File: config.mk
export PLATFORM = sky130hd
export DESIGN_NAME = grid_mem_arbiter_flat
export DESIGN_NICKNAME = d
export VERILOG_FILES = /design/src/rtl/grid_mem_arbiter_if.sv /design/src/rtl/grid_mem_arbiter.sv /design/src/flat_wrapper.sv
export SDC_FILE = /design/constraint.sdc
export NUM_CORES = 1
export LEC_CHECK = 0
export ABC_CLOCK_PERIOD_IN_PS = 800
export CAP_MARGIN = 20
export CORE_MARGIN = 1.5
export CORE_UTILIZATION = 18
export DETAILED_ROUTE_END_ITERATION = 16
export PLACE_DENSITY = 0.76
export SYNTH_ARGS = -nofsm -noshare
export SYNTH_HDL_FRONTEND = slang
export SYNTH_SLANG_ARGS = --single-unit
File: constraint.sdc
create_clock -name clk -period 0.8 [get_ports clk]
set_input_delay 0.16 -clock clk [delete_from_list [all_inputs] [get_ports clk]]
set_output_delay 0.16 -clock clk [all_outputs]
set_load 0.05 [all_outputs]
File: src/rtl/grid_mem_arbiter_if.sv
`timescale 1ns/1ps
`default_nettype none
// ============================================================================
// Module   : grid_mem_arbiter_if
// Purpose  : Requester and grid-memory port A bundle for grid_mem_arbiter.
// Revision : 1.0 - initial release
// ============================================================================
interface grid_mem_arbiter_if #(
   parameter int ADDR_W = 8,
   parameter int DATA_W = 8
);
   logic              vid_req;
   logic [ADDR_W-1:0] vid_addr;
   logic              vid_gnt;
   logic              vid_rvalid;
   logic [DATA_W-1:0] vid_rdata;

   logic              game_req;
   logic              game_we;
   logic [ADDR_W-1:0] game_addr;
   logic [DATA_W-1:0] game_wdata;
   logic              game_gnt;
   logic              game_rvalid;
   logic [DATA_W-1:0] game_rdata;

   logic [ADDR_W-1:0] mem_addr;
   logic [DATA_W-1:0] mem_data;
   logic              mem_we;
   logic [DATA_W-1:0] mem_q;

   modport slave (
      input  vid_req, vid_addr,
      output vid_gnt, vid_rvalid, vid_rdata,
      input  game_req, game_we, game_addr, game_wdata,
      output game_gnt, game_rvalid, game_rdata,
      output mem_addr, mem_data, mem_we,
      input  mem_q
   );

   modport master (
      output vid_req, vid_addr,
      input  vid_gnt, vid_rvalid, vid_rdata,
      output game_req, game_we, game_addr, game_wdata,
      input  game_gnt, game_rvalid, game_rdata,
      input  mem_addr, mem_data, mem_we,
      output mem_q
   );
endinterface
`default_nettype wire

File: src/rtl/grid_mem_arbiter.sv
`timescale 1ns/1ps
`default_nettype none
// ============================================================================
// Module   : grid_mem_arbiter
// Purpose  : Video/game arbiter for grid memory port A, zero-latency grant,
//            read data steered back one cycle later. Optional macro
//            GRID_ARB_FAIR_EN adds a starvation counter for game logic.
// Revision : 1.0 - initial release
// ============================================================================
module grid_mem_arbiter #(
   parameter int ADDR_W     = 8,
   parameter int DATA_W     = 8,
   parameter int STARVE_MAX = 4
) (
   input  logic              clk,
   input  logic              rst_n,
   grid_mem_arbiter_if.slave bus
);

   localparam logic [DATA_W-1:0] DATA_ZERO = '0;

   if (STARVE_MAX < 1 || STARVE_MAX > 15) begin : g_bad_starve_max
      $error("grid_mem_arbiter: STARVE_MAX must be within 1..15");
   end

   logic              vid_gnt;
   logic              game_gnt;
   logic              starved;
   logic              rd_vid_q;
   logic              rd_game_q;
   logic [ADDR_W-1:0] addr_sel;

`ifdef GRID_ARB_FAIR_EN
   localparam logic [3:0] STARVE_LIM = 4'(STARVE_MAX);

   logic [3:0] starve_cnt_q;
   logic [3:0] starve_cnt_d;

   assign starved = (starve_cnt_q == STARVE_LIM);

   always_comb begin
      starve_cnt_d = starve_cnt_q;
      if (game_gnt || !bus.game_req) begin
         starve_cnt_d = 4'd0;
      end else if (vid_gnt && !starved) begin
         starve_cnt_d = starve_cnt_q + 4'd1;
      end
   end

   always_ff @(posedge clk or negedge rst_n) begin
      if (!rst_n) begin
         starve_cnt_q <= 4'd0;
      end else begin
         starve_cnt_q <= starve_cnt_d;
      end
   end
`else
   assign starved = 1'b0;
`endif

   // Grants are forced low while reset is held, independent of requests.
   always_comb begin
      vid_gnt  = 1'b0;
      game_gnt = 1'b0;
      if (rst_n) begin
         if (bus.game_req && (!bus.vid_req || starved)) begin
            game_gnt = 1'b1;
         end else if (bus.vid_req) begin
            vid_gnt = 1'b1;
         end
      end
   end

   always_comb begin
      addr_sel = '0;
      if (vid_gnt) begin
         addr_sel = bus.vid_addr;
      end else if (game_gnt) begin
         addr_sel = bus.game_addr;
      end
   end

   always_ff @(posedge clk or negedge rst_n) begin
      if (!rst_n) begin
         rd_vid_q  <= 1'b0;
         rd_game_q <= 1'b0;
      end else begin
         rd_vid_q  <= vid_gnt;
         rd_game_q <= game_gnt & ~bus.game_we;
      end
   end

   assign bus.vid_gnt     = vid_gnt;
   assign bus.game_gnt    = game_gnt;
   assign bus.mem_addr    = addr_sel;
   assign bus.mem_we      = game_gnt & bus.game_we;
   assign bus.mem_data    = bus.game_wdata;

   // mem_q is shared; only the requester that owns the pending read sees it.
   assign bus.vid_rvalid  = rd_vid_q;
   assign bus.game_rvalid = rd_game_q;
   assign bus.vid_rdata   = rd_vid_q  ? bus.mem_q : DATA_ZERO;
   assign bus.game_rdata  = rd_game_q ? bus.mem_q : DATA_ZERO;

endmodule
`default_nettype wire

File: src/flat_wrapper.sv
// flat-port wrapper written by rule: the top's interface ports become plain ports
module grid_mem_arbiter_flat 
#(
   parameter int ADDR_W     = 8,
   parameter int DATA_W     = 8,
   parameter int STARVE_MAX = 4
)
  (clk, rst_n, bus_vid_req, bus_vid_addr, bus_vid_gnt, bus_vid_rvalid, bus_vid_rdata, bus_game_req, bus_game_we, bus_game_addr, bus_game_wdata, bus_game_gnt, bus_game_rvalid, bus_game_rdata, bus_mem_addr, bus_mem_data, bus_mem_we, bus_mem_q);
  grid_mem_arbiter_if #(.ADDR_W(ADDR_W), .DATA_W(DATA_W)) bus_i ();
  input  logic clk;
  input  logic rst_n;
  input wire logic [$bits(bus_i.vid_req)-1:0] bus_vid_req;
  input wire logic [$bits(bus_i.vid_addr)-1:0] bus_vid_addr;
  output wire logic [$bits(bus_i.vid_gnt)-1:0] bus_vid_gnt;
  output wire logic [$bits(bus_i.vid_rvalid)-1:0] bus_vid_rvalid;
  output wire logic [$bits(bus_i.vid_rdata)-1:0] bus_vid_rdata;
  input wire logic [$bits(bus_i.game_req)-1:0] bus_game_req;
  input wire logic [$bits(bus_i.game_we)-1:0] bus_game_we;
  input wire logic [$bits(bus_i.game_addr)-1:0] bus_game_addr;
  input wire logic [$bits(bus_i.game_wdata)-1:0] bus_game_wdata;
  output wire logic [$bits(bus_i.game_gnt)-1:0] bus_game_gnt;
  output wire logic [$bits(bus_i.game_rvalid)-1:0] bus_game_rvalid;
  output wire logic [$bits(bus_i.game_rdata)-1:0] bus_game_rdata;
  output wire logic [$bits(bus_i.mem_addr)-1:0] bus_mem_addr;
  output wire logic [$bits(bus_i.mem_data)-1:0] bus_mem_data;
  output wire logic [$bits(bus_i.mem_we)-1:0] bus_mem_we;
  input wire logic [$bits(bus_i.mem_q)-1:0] bus_mem_q;
  assign bus_i.vid_req = bus_vid_req;
  assign bus_i.vid_addr = bus_vid_addr;
  assign bus_vid_gnt = bus_i.vid_gnt;
  assign bus_vid_rvalid = bus_i.vid_rvalid;
  assign bus_vid_rdata = bus_i.vid_rdata;
  assign bus_i.game_req = bus_game_req;
  assign bus_i.game_we = bus_game_we;
  assign bus_i.game_addr = bus_game_addr;
  assign bus_i.game_wdata = bus_game_wdata;
  assign bus_game_gnt = bus_i.game_gnt;
  assign bus_game_rvalid = bus_i.game_rvalid;
  assign bus_game_rdata = bus_i.game_rdata;
  assign bus_mem_addr = bus_i.mem_addr;
  assign bus_mem_data = bus_i.mem_data;
  assign bus_mem_we = bus_i.mem_we;
  assign bus_i.mem_q = bus_mem_q;
  grid_mem_arbiter #(.ADDR_W(ADDR_W), .DATA_W(DATA_W), .STARVE_MAX(STARVE_MAX)) u_core (.clk(clk), .rst_n(rst_n), .bus(bus_i));
endmodule
==> impl_metrics.env <==
export IMPL_die_h_um=47.7
export IMPL_hold_viol=0
export IMPL_diodes=0
export IMPL_outcome="finished with violations"
export IMPL_hpwlAfterDp_mm=1.46
export IMPL_slowest_delay_ps=450
export IMPL_syn_mean_instance_area_sq_um=8.55
export IMPL_cp_num_buf_inv=1
export IMPL_cts_buffers=3
export IMPL_grt_pass1_wl_mm=2.82
export IMPL_ys_ff_latch=2
export IMPL_ys_warn_count=0
export IMPL_grt_pass1_vias=663
export IMPL_syn_to_final_growth_pct=271
export IMPL_vdd_drop_max_uv=670
export IMPL_cts_htree_levels=1
export IMPL_final_cell_mix="buf_12 (30), and2_4 (19), dlygate4sd2_1 (16), a32o_2 (8), clkdlybuf4s50_1 (8)"
export IMPL_yosysSeqAreaShare_pct=13.9
export IMPL_cts_sinks=2
export IMPL_worstMarginPinSlew_ps=166
export IMPL_setup_tns_ps=-8350
export IMPL_io_buffers=57
export IMPL_initial_utilization_pct=19.9
export IMPL_slew_viol_final=0
export IMPL_vias=572
export IMPL_cts_root_buf="clkbuf_4"
export IMPL_postSynthCellCount=42
export IMPL_hp_class="input pin to flip-flop"
export IMPL_powerDensity_nw_per_um2=831
export IMPL_relSlewSlack_pct=89.0
export IMPL_rsz0062_at_grt="true"
export IMPL_place_worst_setup_slack_ps=-634
export IMPL_core_area_sq_um=1800
export IMPL_fin_nets=139
export IMPL_drt_iter0_drc=1
export IMPL_grt_remaining_overflow=0
export IMPL_setup_violations=29
export IMPL_critPathLaunchType="flip-flop"
export IMPL_crit_chain="and2_4 -> buf_12"
export IMPL_die_x_um=47.7
export IMPL_end_kind="output pin"
export IMPL_n_fill_cell=128
export IMPL_max_freq_mhz=841
export IMPL_clockBufferDepth=2
export IMPL_gp_congestion=0.715
export IMPL_wl_mm=1.80
export IMPL_viasPerCell=4.58
export IMPL_ant_nets=0
export IMPL_path_class="flip-flop to output pin"
export IMPL_crit_family="flip-flops"
export IMPL_p_leak_nw=0.633
export IMPL_grtUsageTotal_pct=19.6
export IMPL_yosysTopAreaCell="and2_1"
export IMPL_syn_nets=79
export IMPL_crit_path_top_delay_cell="dfrtp_2"
export IMPL_grt_max_degree=10
export IMPL_violations="setup timing"
export IMPL_placementRows=15
export IMPL_path_max_fanout=9
export IMPL_maxCapViolCount=0
export IMPL_layout_drive_gt1_share_pct=73.0
export IMPL_netlist_area_sq_um=359
export IMPL_fin_crit_ps=1190
export IMPL_wl_per_cell_um=14.4
export IMPL_cts_tree="yes"
export IMPL_clk_pin_slew_ps=30
export IMPL_cp_required_ps=640
export IMPL_fin_crit_sh_pct=149
export IMPL_ys_types=9
export IMPL_antenna_found_initial=0
export IMPL_synth_top_area_share_pct=31.4
export IMPL_dr_pass1_iters=4
export IMPL_drc=0
export IMPL_cp_data_arrival_time_ps=1030
export IMPL_final_common_cell="buf_12"
export IMPL_worst_slack_ps=-389
export IMPL_die_area_sq_um=2270
export IMPL_ioPinCount=74
export IMPL_ys_top_cells_by_area="and2_1 (31%), a32o_1 (22%), buf_4 (17%)"
worst min-delay path: cells and delay by family:
kind / cells / cell delay (ps)
buf+inv: 1 / 90
simple gates: 2 / 210
layer usage:
layer	track usage (%)	vias to the layer above	routed length (um)
met2	39.2	45	1070
met4	14.1	0	48
li1	-	261	-
met1	12.4	260	437
met3	11.3	6	237
met5	0	-	0
timing repair:
action	4_1_cts	5_1_grt
cloned	3	0
setup endpoints to repair	31	29
pin swaps	13	10
hold buffers	1	0
gates resized for setup	43	1
endpoints found under the hold margin	2	0
buffers inserted	0	0
synth_stat cells:
cell,instances
and2_1,18
a32o_1,8
and3_1,1
buf_6,2
buf_4,8
dfrtp_1,2
and3b_1,1
buf_2,1
nor2b_4,1
flip-flops by register name, summed over array words and instances, names as in the netlist:
name and cells:
u_core.bus.vid_rvalid 1, u_core.bus.game_rvalid 1
final cells by class:
cell class	count	area [sq um]	area share [%]
multi-input cells	31	304	22.8
repair buffers	64	923	69.2
flip-flops and latches	2	52.6	3.94
clock buffers	3	22.5	1.69
well taps	25	31.3	2.35
metrics by stage:
step           hold slack [ps]  cells  instance area (sq um)  total power [mW]  utilization (%)
2_1_floorplan             -136     42                    430             0.542                -
4_1_cts                    251    125                   1330              1.12             73.8
5_1_grt                    259    125                   1330              1.15             74.0
3_3_place_gp               320    118                   1260             0.846             70.1
3_5_place_dp               320    118                   1260             0.857             70.1
6_report                   258    125                   1330              1.11             74.0
logic make-up (layout without fill, tap and decap cells):
group | Yosys count | after routing | synth area share, %
AO/OA/AOI/OAI | 8 | 8 | 22.3
flip-flops | 2 | 2 | 13.9
AND/OR/NAND/NOR | 21 | 23 | 39.4
buffers and inverters | 11 | 67 | 24.4
worst paths after layout:
path / startpoint / to / cells after the start
min in group asynchronous: rst_n / u_core.bus.game_rvalid / 4
max in group asynchronous: rst_n / u_core.bus.vid_rvalid / 4
max: u_core.bus.vid_rvalid / bus_vid_rdata[5] / 2
min: bus_vid_req / u_core.bus.game_rvalid / 3
power by group:
part | total [mW] | leakage, nW | switching [mW] | internal, mW
combinational | 0.742 | 0.596 | 0.335 | 0.407
clock | 0.251 | 0.0138 | 0.0830 | 0.167
sequential | 0.116 | 0.0237 | 0.00963 | 0.106
total | 1.11 | 0.633 | 0.427 | 0.681
No activity file was read; power rests on OpenSTA's default activity.
